## src/rtl/step_sequencer.sv

```systemverilog
// step_sequencer
//   Merges three step sources (rotary edge, debounced pushbutton, idle
//   auto-advance timer) into one registered single-cycle step pulse for the
//   dispatch FSM. Fixed priority rot > pb > tmr. A hold-off gap follows each
//   step. The dispatch selector is latched alongside every pulse.
//
// Ports
//   clk            in  1  rising-edge clock
//   rst_n          in  1  synchronous active-low reset
//   rotation_event in  1  raw encoder rotation level (async)
//   pb             in  1  raw pushbutton level (async, bouncing)
//   auto_en        in  1  enables the idle auto-advance timer
//   in             in  2  dispatch selector
//   step           out 1  one-cycle advance pulse
//   sel            out 2  `in` captured with the last step
//   src            out 2  source of last step (00 none, 01 rot, 10 pb, 11 tmr)
//   step_cnt       out 8  issued step count, wraps
//   pending        out 3  sticky requests {tmr, pb, rot}

// Two-flop synchronizer with a selectable reset level.
module step_seq_sync #(
  parameter logic RST_VAL = 1'b1
) (
  input  logic clk,
  input  logic rst_n,
  input  logic i_d,
  output logic o_q
);
  logic r_s1;
  logic r_s2;

  always_ff @(posedge clk) begin
    if (!rst_n) begin
      r_s1 <= RST_VAL;
      r_s2 <= RST_VAL;
    end else begin
      r_s1 <= i_d;
      r_s2 <= r_s1;
    end
  end

  assign o_q = r_s2;
endmodule

module step_sequencer #(
  parameter int TIMEOUT  = 100000000,
  parameter int DEBOUNCE = 1000000,
  parameter int HOLDOFF  = 4
) (
  input  logic       clk,
  input  logic       rst_n,
  input  logic       rotation_event,
  input  logic       pb,
  input  logic       auto_en,
  input  logic [1:0] in,
  output logic       step,
  output logic [1:0] sel,
  output logic [1:0] src,
  output logic [7:0] step_cnt,
  output logic [2:0] pending
);
  localparam int TW = (TIMEOUT > 1) ? $clog2(TIMEOUT) : 1;
  localparam int DW = $clog2(DEBOUNCE + 1);
  localparam int HW = $clog2(HOLDOFF + 1);

  localparam logic [TW-1:0] TMR_LAST = TW'(TIMEOUT - 1);
  localparam logic [DW-1:0] DB_LAST  = DW'(DEBOUNCE - 1);
  localparam logic [HW-1:0] HOLD_LD  = HW'(HOLDOFF);

  typedef enum logic [1:0] {
    S_IDLE  = 2'b00,
    S_ISSUE = 2'b01,
    S_HOLD  = 2'b10
  } state_t;

  // ---------------------------------------------------------------
  // Rotation: synchronize, then edge-detect against a history flop.
  // Everything resets to 1 so a level already high at release is not
  // mistaken for a fresh edge.
  // ---------------------------------------------------------------
  logic w_rot_sync;
  logic r_rot_h;
  logic w_rot_rise;

  step_seq_sync #(.RST_VAL(1'b1)) u_rot_sync (
    .clk   (clk),
    .rst_n (rst_n),
    .i_d   (rotation_event),
    .o_q   (w_rot_sync)
  );

  always_ff @(posedge clk) begin
    if (!rst_n) r_rot_h <= 1'b1;
    else        r_rot_h <= w_rot_sync;
  end

  assign w_rot_rise = w_rot_sync & ~r_rot_h;

  // ---------------------------------------------------------------
  // Pushbutton: synchronize, then require DEBOUNCE consecutive cycles of
  // disagreement with the debounced level before accepting the change.
  // ---------------------------------------------------------------
  logic          w_pb_sync;
  logic          r_pb_db;
  logic [DW-1:0] r_db_cnt;
  logic          w_pb_diff;
  logic          w_pb_flip;
  logic          w_pb_rise;

  step_seq_sync #(.RST_VAL(1'b1)) u_pb_sync (
    .clk   (clk),
    .rst_n (rst_n),
    .i_d   (pb),
    .o_q   (w_pb_sync)
  );

  assign w_pb_diff = w_pb_sync ^ r_pb_db;
  assign w_pb_flip = w_pb_diff && (r_db_cnt == DB_LAST);
  // The request is raised on the flip edge itself, not a cycle later.
  assign w_pb_rise = w_pb_flip & w_pb_sync;

  always_ff @(posedge clk) begin
    if (!rst_n) begin
      r_pb_db  <= 1'b1;
      r_db_cnt <= '0;
    end else begin
      if (w_pb_flip) r_pb_db <= w_pb_sync;
      if (!w_pb_diff || w_pb_flip) r_db_cnt <= '0;
      else                         r_db_cnt <= r_db_cnt + DW'(1);
    end
  end

  // ---------------------------------------------------------------
  // FSM: grant decision is made in IDLE so the pulse is registered on the
  // same edge the grant is taken; ISSUE is the one cycle step is high.
  // ---------------------------------------------------------------
  state_t        r_state;
  state_t        w_state_nxt;
  logic [HW-1:0] r_hold;
  logic [2:0]    r_pend;
  logic          w_issue;
  logic [2:0]    w_grant;
  logic [1:0]    w_grant_code;

  always_comb begin
    w_state_nxt  = r_state;
    w_issue      = 1'b0;
    w_grant      = 3'b000;
    w_grant_code = 2'b00;
    case (r_state)
      S_IDLE: begin
        if (|r_pend) begin
          w_issue     = 1'b1;
          w_state_nxt = S_ISSUE;
          if (r_pend[0]) begin
            w_grant      = 3'b001;
            w_grant_code = 2'b01;
          end else if (r_pend[1]) begin
            w_grant      = 3'b010;
            w_grant_code = 2'b10;
          end else begin
            w_grant      = 3'b100;
            w_grant_code = 2'b11;
          end
        end
      end
      S_ISSUE: w_state_nxt = S_HOLD;
      S_HOLD: begin
        // Leave on the edge that takes the count to zero; this yields a
        // step-to-step spacing of HOLDOFF+2.
        if ((r_hold == HW'(1)) || (r_hold == '0)) w_state_nxt = S_IDLE;
      end
      default: w_state_nxt = S_IDLE;
    endcase
  end

  always_ff @(posedge clk) begin
    if (!rst_n) begin
      r_state <= S_IDLE;
      r_hold  <= '0;
    end else begin
      r_state <= w_state_nxt;
      if (w_issue)                r_hold <= HOLD_LD;
      else if (r_state == S_HOLD) r_hold <= r_hold - HW'(1);
    end
  end

  // ---------------------------------------------------------------
  // Idle timer: counts only while enabled and restarts on every step.
  // ---------------------------------------------------------------
  logic [TW-1:0] r_tmr;
  logic          w_tmr_hit;

  assign w_tmr_hit = auto_en && (r_tmr == TMR_LAST);

  always_ff @(posedge clk) begin
    if (!rst_n)                             r_tmr <= '0;
    else if (!auto_en || w_issue || w_tmr_hit) r_tmr <= '0;
    else                                    r_tmr <= r_tmr + TW'(1);
  end

  // ---------------------------------------------------------------
  // Sticky requests. Clearing before OR-ing in the new events makes a
  // same-cycle set win over the grant clear.
  // ---------------------------------------------------------------
  logic [2:0] w_set;

  assign w_set = {w_tmr_hit, w_pb_rise, w_rot_rise};

  always_ff @(posedge clk) begin
    if (!rst_n) r_pend <= 3'b000;
    else        r_pend <= (r_pend & ~w_grant) | w_set;
  end

  // ---------------------------------------------------------------
  // Step outputs.
  // ---------------------------------------------------------------
  logic       r_step;
  logic [1:0] r_sel;
  logic [1:0] r_src;
  logic [7:0] r_cnt;

  always_ff @(posedge clk) begin
    if (!rst_n) begin
      r_step <= 1'b0;
      r_sel  <= 2'b00;
      r_src  <= 2'b00;
      r_cnt  <= 8'd0;
    end else begin
      r_step <= w_issue;
      if (w_issue) begin
        r_sel <= in;
        r_src <= w_grant_code;
        r_cnt <= r_cnt + 8'd1;
      end
    end
  end

  assign step     = r_step;
  assign sel      = r_sel;
  assign src      = r_src;
  assign step_cnt = r_cnt;
  assign pending  = r_pend;
endmodule

```

## config.mk

```make
export PLATFORM = sky130hd
export DESIGN_NAME = step_sequencer
export DESIGN_NICKNAME = d
export VERILOG_FILES = /design/src/rtl/step_sequencer.sv
export SDC_FILE = /design/constraint.sdc
export NUM_CORES = 1
export LEC_CHECK = 0
export CAP_MARGIN = 20
export CORE_UTILIZATION = 60
export CTS_CLUSTER_DIAMETER = 50
export DETAILED_ROUTE_END_ITERATION = 8
export PLACE_DENSITY = 0.84
export SYNTH_ARGS = -nofsm -noshare
export SYNTH_HDL_FRONTEND = slang
export SYNTH_SLANG_ARGS = --single-unit
```

## constraint.sdc

```tcl
create_clock -name clk -period 4.3 [get_ports clk]
set_input_delay 0.86 -clock clk [delete_from_list [all_inputs] [get_ports clk]]
set_output_delay 0.86 -clock clk [all_outputs]
set_load 0.02 [all_outputs]
```

* Yosys cells after proc, flatten, opt, wreduce, memory -nomap -nowiden *
Cells that the tools add are included.

cells by class
  add/sub/neg operators = 4
  equality and inequality tests = 7
  muxes and demuxes = 15
  bitwise operators = 8
  reduce and logical (&&, ||, !) cells = 16

operators with widths
  operator                                                             count
  27-bit by 1-bit adder with 27-bit output (second input constant)     1
  27-bit == test (second input constant)                               1
  20-bit by 1-bit adder with 20-bit output (second input constant)     1
  20-bit == test (second input constant)                               1
  3-bit 2-to-1 mux                                                     6
  2-bit 2-to-1 mux                                                     5
  8-bit by 1-bit adder with 8-bit output (second input constant)       1
  2-bit one-hot mux with 3 select lines                                1
  2-bit OR reduction                                                   3
  1-bit logical OR                                                     4
  2-bit inequality test (second input constant)                        2
  3-bit AND                                                            1
  3-bit by 1-bit == test with 1-bit output (second input constant)     1
  3-bit zero test                                                      1
  1-bit 2-to-1 mux                                                     3
  3-bit inverter                                                       1
  3-bit OR                                                             1
  3-bit OR reduction                                                   1
  3-bit by 1-bit subtractor with 3-bit output (second input constant)  1
  1-bit AND                                                            2
  2-bit by 1-bit == test with 1-bit output (second input constant)     1
  2-bit == test (second input constant)                                1
  1-bit logical AND                                                    2
  1-bit zero test                                                      2
  other kinds (5)                                                      6

storage, ports and cells
  register bits = 74
  input port bits = 7
  output and inout port bits = 16
  word-level logic and storage cells = 66

* Logic depth before layout (Yosys ltp) *
Gate-level depths: netlist of the first run.

  word-level depth = 7
  mapped depth = 7
  mapped depth without buffers = 6

* By module *
A second synthesis of the first run with hierarchy kept.

unflattened totals
  cells, all modules = 367
  area total of the unflattened synthesis = 3379.5 um^2

modules (own cells, without submodules)
  module          instances  cells each  area each (um^2)  sequential area each (um^2)
  step_sequencer  1          359         3274.4            1401.3
  step_seq_sync   2          4           52.6              40.0

* Worst setup path after synthesis of the first run *
No wires, ideal clock.

  path kind = register to register
  start point = register r_tmr[19]
  end point = register r_tmr[13]
  library setup time = 114 ps
  arrival = 1601 ps
  required time = 4186 ps
  setup slack = 2585 ps
  stages on the path, launching flop included = 7
  path buffers = 1
  period minus slack after synthesis = 1715 ps
  path through = dfxtp_1 or4_1 nor3_2 nand2_2 o21bai_4 buf_6 nor2_1

between the ends
  longest elaborated chain between the ends = 4

RTL lines
  what                                 line  source
  start, declared                      191   logic [TW-1:0] r_tmr;
  start signal, assigned               199   else r_tmr <= r_tmr + TW'(1);
  27-bit == test                       194   assign w_tmr_hit = auto_en && (r_tmr == TMR_LAST);
  1-bit logical AND                    194
  1-bit logical OR                     198   else if (!auto_en || w_issue || w_tmr_hit) r_tmr <= '0;
  2-bit OR reduction (no source line)  n/a

Every way passes these cells.
A chain may end at the register's enable or synchronous reset.

* Final worst setup path of the first run *
  start point = input port rst_n
  end point = register r_db_cnt[8]

between the ends
  longest elaborated chain between the ends = 2

RTL lines
  what                                 line  source
  start, declared                      51    input logic rst_n,
  1-bit inverter (no source line)      n/a
  2-bit OR reduction (no source line)  n/a
  end signal, assigned                 129   else r_db_cnt <= r_db_cnt + DW'(1);
  end, declared                        105   logic [DW-1:0] r_db_cnt;

Every way passes these cells.

==> impl_metrics.ini, run 1 <==
[sta]
rsz0062_at_grt = no
period_share_pct = 55.6
finalHoldViolCount = 0
clock_skew_ns = 0.00769
relSlewSlack_pct = 50.7
maxClockFrequency_ghz = 0.419
min_period_ns = 2.39
setup_viol = 0
setup_slack_ns = 1.91
fin_setup_tns_ns = 0
tightest_slew_ns = 0.734
maxSlewViolCount = 0

[layout]
nets = 397
fillCellCount = 397
syn_to_final_growth_pct = 14.6
diodes = 0
drive_above_1_share_pct = 6.68
postLayoutCellArea_sq_um = 3670

[placement]
portBuffers = 22
placed_cell_area_sq_um = 3470
gp_congestion = 0.888
post-place-ws_ns = 1.55
hpwl_microns = 4300

[synthesis]
yosysMostFrequentCell = dfxtp_1
synth.avg_cell_area_sq_um = 8.93
synthArstFlopShare_pct = 0
syn_inst = 359
synth_area_leaders = dfxtp_1 46%, xnor2_1 6.6%, nor2_1 6.3%
synth_common_cells = 74 x dfxtp_1, 54 x nor2_1, 28 x nand2_1, 24 x xnor2_1, 23 x nand3_1
ys_warn_count = 0
ys.flop_type = dfxtp_1
synth-seq-cells = 74
synth-edff-count = 0
yosysSeqAreaShare_pct = 46.2
synth_cell_types = 44
syn_nets = 372
yosysTopAreaCell = dfxtp_1
synth_top_area_share_pct = 46.2
syn-cell-area_sq_um = 3210

[detailed_routing]
drt-initial-drc-count = 131
first_pass_iters = 4
wire_per_inst_microns = 13.6
totalWireLength_microns = 6250
met2WireLength_microns = 3050
routed_via_density = 5.47
vias = 2513
wl_met3_microns = 273
drtAntennaViolNets = 0
met1Wirelength_microns = 2880
route.detailed.drc = 0
top_layer_used = met4

[setup_path]
endpoint_kind = flip-flop
worst-path-max-fanout = 20
critical_path_required_ns = 4.56
critPathKind = in -> reg
critPathArrivalTime_ns = 2.65
start_kind = input pin

[power_and_ir_drop]
power_switching_mw = 0.260
p_int_mw = 1.00
combPwrFrac_pct = 2.3
power.leakage_nw = 1.25
p_sw_share_pct = 20.7
power_frac_seq_pct = 55.0
power_density_nw_per_um2 = 343
vdd_drop_max_mv = 0.231
pwr-share-clk_pct = 42.7

[clock_tree]
clk_pin_slew_ns = 0.07
holdBufCountCts = 0
htreeDepth = 3
cts_tree = built
numClockSinks = 74
insertion_delay_ns = 0.34
cts_buffers = 9
ctsResizeCount = 0
post_cts_buffers = 0
cts_buffer_depth = 2
root_buffer = clkbuf_8

[global_route]
grt_start_max_net_pins = 21
grt_pass1_vias = 2298
grt_remaining_overflow = 0
grt_pass1_wl_microns = 9910
track_usage_pct = 23.4
antenna_found_initial = 0

[floorplan]
coreArea_sq_um = 5140
num_rows = 26
initial_core_util_pct = 62.4
die_area_sq_um = 5640
io_pins = 23
die_w_microns = 75.1
die_y_microns = 75.1

[job]
drv_cap = 0

[outcome]
outcome = finished, final reports clean

[min_path]
hold_class = reg -> reg
[flip-flops by register name, summed over array words and instances, names as in the netlist, 2 cells and up]
| register | flops |
|---|---|
| r_db_cnt | 20 |
| r_state | 2 |
| pending | 3 |
| step_cnt | 8 |
| r_hold | 3 |
| r_tmr | 27 |
| sel | 2 |
| src | 2 |
[path summary, 6_finish.rpt]
kind                        start             end  slack, ns  depth (start not counted)
setup / recovery            rst_n     r_db_cnt[8]       1.91                          4
hold / removal    u_rot_sync.r_s1  u_rot_sync.o_q       0.42                          1
setup reg to reg       pending[0]       r_tmr[17]       2.04                          5
hold reg to reg   u_rot_sync.r_s1  u_rot_sync.o_q       0.42                          1
[layout by cell type (no fill, tap or decap), types with 3 or more instances in the layout]
cell,count
a311oi_1,3
nor2_1,54
o21ai_0,5
or4_1,3
dfxtp_1,74
nand2_1,28
clkbuf_8,11
clkdlybuf4s50_1,22
and3_1,5
a21boi_0,7
nand3_1,23
and2_1,11
nor3_1,11
clkinv_2,3
a21oi_1,7
inv_1,10
or3_1,4
nand3b_1,3
or2_2,3
xnor2_1,24
nand4_1,14
xor2_1,22
nand2b_1,8
ha_1,6
[layer usage]
metal | GRT usage [%] | vias up
met4 | 8.39 | 0
met5 | 0 | -
li1 | - | 1273
met2 | 39.2 | 56
met3 | 8.43 | 6
met1 | 27.6 | 1178
[worst max-delay path, stage by stage]
cell             delay (ns)
clkdlybuf4s50_1        0.68
buf_4                  0.28
nand3_1                0.54
nor2_1                 0.28
[stage by stage]
stage | cells | util, % | hold slack (ns) | power, mW
6_report | 459 | 71.5 | 0.415 | 1.26
5_1_grt | 459 | 71.5 | 0.448 | 1.30
4_1_cts | 459 | 71.5 | 0.422 | 1.27
3_5_place_dp | 443 | 67.5 | 0.408 | 0.738
3_3_place_gp | 443 | 67.5 | 0.406 | 0.737
2_1_floorplan | 359 | - | 0.386 | 0.728
[power groups by stage]
stage	Combinational, mW	Clock [mW]	Sequential (mW)
after CTS	0.0296	0.550	0.693
after detailed placement	0.0291	0	0.709
after global routing	0.0324	0.574	0.693
after global placement	0.0284	0	0.708
after floorplan	0.0182	0	0.709
final	0.0295	0.537	0.693
[logic make-up (layout without fill, tap and decap cells)]
group	after synthesis	in the layout	synth area share [%]
DFF	74	74	46.2
buffers and inverters	19	49	2.81
AOI/OAI and AO/OA	32	32	7.10
muxes	1	1	0.312
and+or+nand+nor	181	181	28.7
xor gates and xnor gates	46	46	12.6
adders and majority gates	6	6	2.34
[final cells by class]
type	instances	area [sq um]	share of cell area [%]
sequential	74	1480	40.3
tap	70	87.6	2.38
multi-input combinational	266	1640	44.5
inverter	10	37.5	1.02
clock inverter	5	52.6	1.43
clock buffer	11	151	4.12
timing repair buffer	23	228	6.20
(Power assumes the default switching activity.)
==> run 2, diff against run 1 <==
--- a/config.mk
+++ b/config.mk
@@ -6,10 +6,10 @@
 export NUM_CORES = 1
 export LEC_CHECK = 0
 export CAP_MARGIN = 20
-export CORE_UTILIZATION = 60
+export CORE_UTILIZATION = 52
 export CTS_CLUSTER_DIAMETER = 50
 export DETAILED_ROUTE_END_ITERATION = 8
-export PLACE_DENSITY = 0.84
+export PLACE_DENSITY = 0.78
 export SYNTH_ARGS = -nofsm -noshare
 export SYNTH_HDL_FRONTEND = slang
 export SYNTH_SLANG_ARGS = --single-unit
==> constraint.sdc (replaced) <==
create_clock -name clk -period 2.03 [get_ports clk]
set_input_delay 0.406 -clock clk [delete_from_list [all_inputs] [get_ports clk]]
set_output_delay 0.406 -clock clk [all_outputs]
set_load 0.02 [all_outputs]
==> run 2 against run 1 <==
Clock-buffer cell count is the same; via count grew 1.5%; critical path depth rose by 2; clock skew about the same; worst setup slack lost 1.8 ns; hold slack about the same; sequential cell count is the same; global-route usage fell by 3.7 points; final cell count is 2.8% higher; critical path type is now reg -> reg.
==> impl_metrics.ini, run 2 (same netlist as run 1, synthesis figures left out) <==
[outcome]
outcome = finished, final reports clean

[sta]
relSlewSlack_pct = 64.7
period_share_pct = 93.7
fin_setup_tns_ns = 0
tightest_slew_ns = 0.526
rsz0062_at_grt = no
maxClockFrequency_ghz = 0.526
finalHoldViolCount = 0
clock_skew_ns = 0.00781
setup_viol = 0
min_period_ns = 1.90
maxSlewViolCount = 0

[floorplan]
io_pins = 23
num_rows = 28
die_area_sq_um = 6490
die_y_microns = 80.5
die_w_microns = 80.5
initial_core_util_pct = 54.2
coreArea_sq_um = 5920

[placement]
portBuffers = 22
hpwl_microns = 4100
placed_cell_area_sq_um = 3560
gp_congestion = 0.868

[setup_path]
start_kind = flip-flop
critPathKind = reg -> reg
worst-path-max-fanout = 15
cpMaxStageDelayCell = or4_1
r2r_setup_slack_ns = 0.13
cpPeakStageDelay_ns = 0.55
critPathArrivalTime_ns = 2.14
r2r_start = r_tmr[19]
endpoint_kind = flip-flop
r2r-end = r_tmr[3]
path_buf_inv = 1
cp_top_family = simple AND/OR/NAND/NOR gates
reg2reg_depth = 6
critical_path_required_ns = 2.27
crit_path_cell_trace = or4_1, nor3_2, nand2_2, o21bai_4, buf_12, nor2_1

[global_route]
grt_pass1_wl_microns = 9800
antenna_found_initial = 0
grt_pass1_vias = 2350
grt_remaining_overflow = 0
grt_start_max_net_pins = 28
track_usage_pct = 19.7

[detailed_routing]
top_layer_used = met4
met1Wirelength_microns = 2720
totalWireLength_microns = 5910
drt-initial-drc-count = 112
routed_via_density = 5.40
wl_met3_microns = 187
route.detailed.drc = 0
drtAntennaViolNets = 0
met2WireLength_microns = 2870
first_pass_iters = 4
wire_per_inst_microns = 12.5
vias = 2550

[layout]
diodes = 0
layout_commonest_cell = dfxtp_1
final_core_util_pct = 63.6
most-common-layout-cells = 74 x dfxtp_1, 54 x nor2_1, 28 x nand2_1, 24 x xnor2_1, 23 x nand3_1
largest_reg_flops = 27
nets = 407
postLayoutCellArea_sq_um = 3770
regMostFlops = r_tmr
syn_to_final_growth_pct = 17.5
drive_above_1_share_pct = 8.56

[clock_tree]
numClockSinks = 74
cts_buffers = 9
clk_pin_slew_ns = 0.07
cts_tree = built
htreeDepth = 3
ctsResizeCount = 0
root_buffer = clkbuf_8
cts_buffer_depth = 2
insertion_delay_ns = 0.35

[power_and_ir_drop]
vdd_drop_max_mv = 0.473
power_density_nw_per_um2 = 707
power.leakage_nw = 1.31

[min_path]
worstHoldStart = u_rot_sync.r_s1
whs_path_depth = 1
hold_class = reg -> reg
min_to = u_rot_sync.o_q

[job]
drv_cap = 0
## run 2: changes by cell type in the layout (fill, tap and decap cells not counted), sizes merged
cell,change
clkinv,-1
clkinvlp,-1
buf,+10
## run 2: cell type report
cell class              instances  area (sq um)
clock buffers                  11           151
clock inverters                 3          40.0
fillers                       509          2150
inverters                      10          37.5
multi-input cells             266          1640
flip-flops and latches         74          1480
well taps                      75          93.8
repair buffers                 33           328
## run 2: power by group
part	switching [mW]	leakage [nW]	internal [mW]
clock	0.506	0.101	0.617
combinational	0.0345	0.612	0.0364
sequential	0.00658	0.598	1.46
total	0.547	1.31	2.11
## run 2: worst max-delay path by stage
stage / from / end / slack [ns] / depth (start not counted)
finish: r_tmr[19] / r_tmr[3] / 0.13 / 6
global route: r_tmr[19] / r_tmr[11] / 0.08 / 6
CTS: r_tmr[19] / r_tmr[3] / 0.09 / 5
detailed placement: r_tmr[19] / r_tmr[23] / 0.11 / 5
global placement: r_tmr[19] / r_tmr[11] / 0.22 / 5
floorplan: r_tmr[19] / r_tmr[19] / 0.31 / 6
## run 2: timing repair
item	in CTS	in global routing
endpoints found under the setup margin	0	9
endpoints found under the hold margin	0	0
hold buffers	0	0
setup buffers	0	1
## run 2: metrics by stage
stage | hold WS, ns | cells | power [mW] | setup WS [ns]
2_1_floorplan | 0.386 | 359 | 1.54 | 0.315
3_3_place_gp | 0.395 | 457 | 1.57 | 0.218
3_5_place_dp | 0.402 | 457 | 1.57 | 0.112
4_1_cts | 0.422 | 471 | 2.68 | 0.0946
5_1_grt | 0.451 | 472 | 2.75 | 0.0794
6_report | 0.416 | 472 | 2.66 | 0.128
## run 2: worst register-to-register path: stages (launching register included)
cell and delay, ns:
dfxtp_1 0.35, or4_1 0.55, nor3_2 0.31, nand2_2 0.18, o21bai_4 0.19, buf_12 0.16
nor2_1 0.05
## run 2: routing by layer
| layer | vias to the layer above | track usage (%) |
|---|---|---|
| li1 | 1296 | - |
| met1 | 1194 | 22.4 |
| met2 | 50 | 34.3 |
| met3 | 10 | 3.75 |
| met4 | 0 | 10.7 |
| met5 | - | 0 |
==> run 3, diff against run 2 <==
--- a/config.mk
+++ b/config.mk
@@ -6,10 +6,13 @@
 export NUM_CORES = 1
 export LEC_CHECK = 0
 export CAP_MARGIN = 20
-export CORE_UTILIZATION = 52
+export CORE_UTILIZATION = 53
 export CTS_CLUSTER_DIAMETER = 50
 export DETAILED_ROUTE_END_ITERATION = 8
-export PLACE_DENSITY = 0.78
+export GPL_ROUTABILITY_DRIVEN = 0
+export PLACE_DENSITY = 0.79
+export SETUP_SLACK_MARGIN = 0.02
 export SYNTH_ARGS = -nofsm -noshare
 export SYNTH_HDL_FRONTEND = slang
+export SYNTH_HIERARCHICAL = 1
 export SYNTH_SLANG_ARGS = --single-unit
==> run 3 against run 2 <==
Clock skew is 0.0026 ns higher; largest cell class unchanged; register-to-register slack got worse by 0.05 ns; final cell count is 4.0% higher; area after synthesis grew 5.4%; critical path depth fell by 2; sequential cell count unchanged; hold slack got worse by 0.0053 ns; wire length grew 24%; first-iteration DRC count rose by 15%; combinational power down 2%.
==> impl_metrics.ini, run 3 <==
[global_route]
antenna_found_initial = 0
grt_pass1_wl_microns = 12200
grt_start_max_net_pins = 30
grt_remaining_overflow = 0
track_usage_pct = 24.0
grt_pass1_vias = 2719

[placement]
post-place-ws_ns = -0.000104
hpwl_microns = 5060
portBuffers = 22

[min_path]
whs_path_depth = 1
worstHoldStart = u_rot_sync/r_s1
min_to = u_rot_sync/o_q
hold_class = reg -> reg

[clock_tree]
insertion_delay_ns = 0.35
htreeDepth = 3
post_cts_buffers = 0
numClockSinks = 74
root_buffer = clkbuf_8
cts_buffer_depth = 2
holdBufCountCts = 0
cts_tree = built
clk_pin_slew_ns = 0.08
cts_buffers = 9

[synthesis]
syn-cell-area_sq_um = 3380
synth_area_leaders = dfxtp_1 44%, xnor2_1 4.4%, xor2_1 4.1%
yosysSeqAreaShare_pct = 43.8
synth.avg_cell_area_sq_um = 9.21
yosysMostFrequentCell = dfxtp_1
synth_top_family_by_area = simple AND/OR/NAND/NOR gates
synth_top_area_share_pct = 43.8
synth-simple-area-share_pct = 29.7
synth_cell_types = 51
syn_nets = 380
syn_inst = 367
synthArstFlopShare_pct = 0
yosysTopAreaCell = dfxtp_1
yosys.area_share.adder_pct = 2.22
ys.flop_type = dfxtp_1
synthMuxAreaShare_pct = 1.18
synth-seq-cells = 74
synth_common_cells = 74 x dfxtp_1, 30 x nor2_1, 22 x nand2_1, 17 x xnor2_1
synth-edff-count = 0
synth-xor-area-share_pct = 8.55
synth_compound_area_share_pct = 11.8
ys_warn_count = 6

[floorplan]
die_area_sq_um = 6700
die_y_microns = 81.9
io_pins = 23
die_w_microns = 81.9
num_rows = 28
initial_core_util_pct = 56.1
coreArea_sq_um = 6030

[layout]
nets = 424
diodes = 0
layout_commonest_cell = dfxtp_1
regMostFlops = r_tmr
drive_above_1_share_pct = 15.9
largest_reg_flops = 27
final_core_util_pct = 67.4
syn_to_final_growth_pct = 20.2
most-common-layout-cells = 65 x dfxtp_1, 30 x nor2_1, 22 x nand2_1, 22 x clkdlybuf4s50_1, 21 x buf_4

[setup_path]
crit_path_cell_trace = nand4_4, or4_4, or4_4, a211oi_2
endpoint_kind = flip-flop
start_kind = flip-flop
critPathArrivalTime_ns = 2.23
worst_path_most_repeated_cell = or4_4
cpPeakStageDelay_ns = 0.58
r2r_start = r_tmr[12]
r2r_setup_slack_ns = 0.07
critical_path_required_ns = 2.30
critPathKind = reg -> reg
cpMaxStageDelayCell = or4_4
reg2reg_depth = 4
r2r-end = r_tmr[26]
worst-path-max-fanout = 7

[detailed_routing]
drtAntennaViolNets = 0
wire_per_inst_microns = 14.9
drt-initial-drc-count = 129
route.detailed.drc = 0
first_pass_iters = 4
vias = 2902
routed_via_density = 5.91
totalWireLength_microns = 7330

[sta]
relSlewSlack_pct = 63.1
min_period_ns = 1.96
period_share_pct = 96.4
finalHoldViolCount = 0
clock_skew_ns = 0.0104
maxSlewViolCount = 0
fin_hold_ws_ns = 0.410
setup_viol = 0
tightest_slew_ns = 0.553
rsz0062_at_grt = yes
setup_slack_ns = 0.0734
maxClockFrequency_ghz = 0.511
fin_setup_tns_ns = 0

[power_and_ir_drop]
power_density_nw_per_um2 = 659
finalPower_mw = 2.67
power.leakage_nw = 1.39
vdd_drop_max_mv = 0.462

[job]
drv_cap = 0

[outcome]
outcome = finished, final reports clean
[run 3: per-layer routing]
layer,global-route usage (%),up-vias,part of all wire (%),wire length (microns)
li1,-,1433,-,-
met1,29.5,1386,46,3350
met2,39.3,71,48,3500
met3,6.89,12,4.6,340
met4,9.12,0,1.8,134
met5,0,-,0,0
[run 3: worst max path at each step]
stage / start / end / slack, ns / cells past startpoint
after detailed placement: r_tmr[12] / r_tmr[26] / -0.0001 / 4
after floorplan: r_tmr[0] / r_tmr[26] / 0.04 / 6
after global placement: r_tmr[12] / r_tmr[26] / 0.08 / 4
final: r_tmr[12] / r_tmr[26] / 0.07 / 4
after CTS: r_tmr[13] / r_tmr[26] / 0.01 / 4
after global routing: r_tmr[8] / r_tmr[26] / -0.003 / 4
[run 3: where the power goes]
part	internal [mW]	switching, mW
logic	0.0330	0.0365
registers	1.46	0.00704
clock network	0.602	0.535
[run 3: worst max-delay path: cells and delay by family, from the launching register on]
family / cells / cell delay (ns)
flip-flops: 1 / 0.41
AND/OR/NAND/NOR: 3 / 1.24
AO/OA/AOI/OAI: 1 / 0.24
[run 3: cell families (layout without fill, tap and decap cells)]
logic type / count (synthesis) / count (layout)
mux: 4 / 4
simple gates: 171 / 171
fa+ha+maj: 6 / 6
flops: 74 / 74
buf+inv: 22 / 71
compound gates: 57 / 57
xor+xnor: 33 / 33
[run 3: repair_timing]
item,4_1_cts,5_1_grt
resized for setup,2,10
pin swaps,0,0
endpoints found under the setup margin,1,16
[run 3: cell type report]
type | instances | area, sq um
timing repair buffer | 44 | 398
sequential | 74 | 1490
fill | 492 | 1960
clock inverter | 4 | 51.3
tap | 75 | 93.8
clock buffer | 12 | 145
multi-input combinational | 271 | 1840
inverter | 11 | 41.3
[run 3: per-stage QoR]
| stage | cell area (sq um) | std cells |
|---|---|---|
| floorplan | 3390 | 367 |
| global placement | 3830 | 475 |
| detailed placement | 3830 | 475 |
| CTS | 4030 | 491 |
| global route | 4060 | 491 |
| finish | 4060 | 491 |
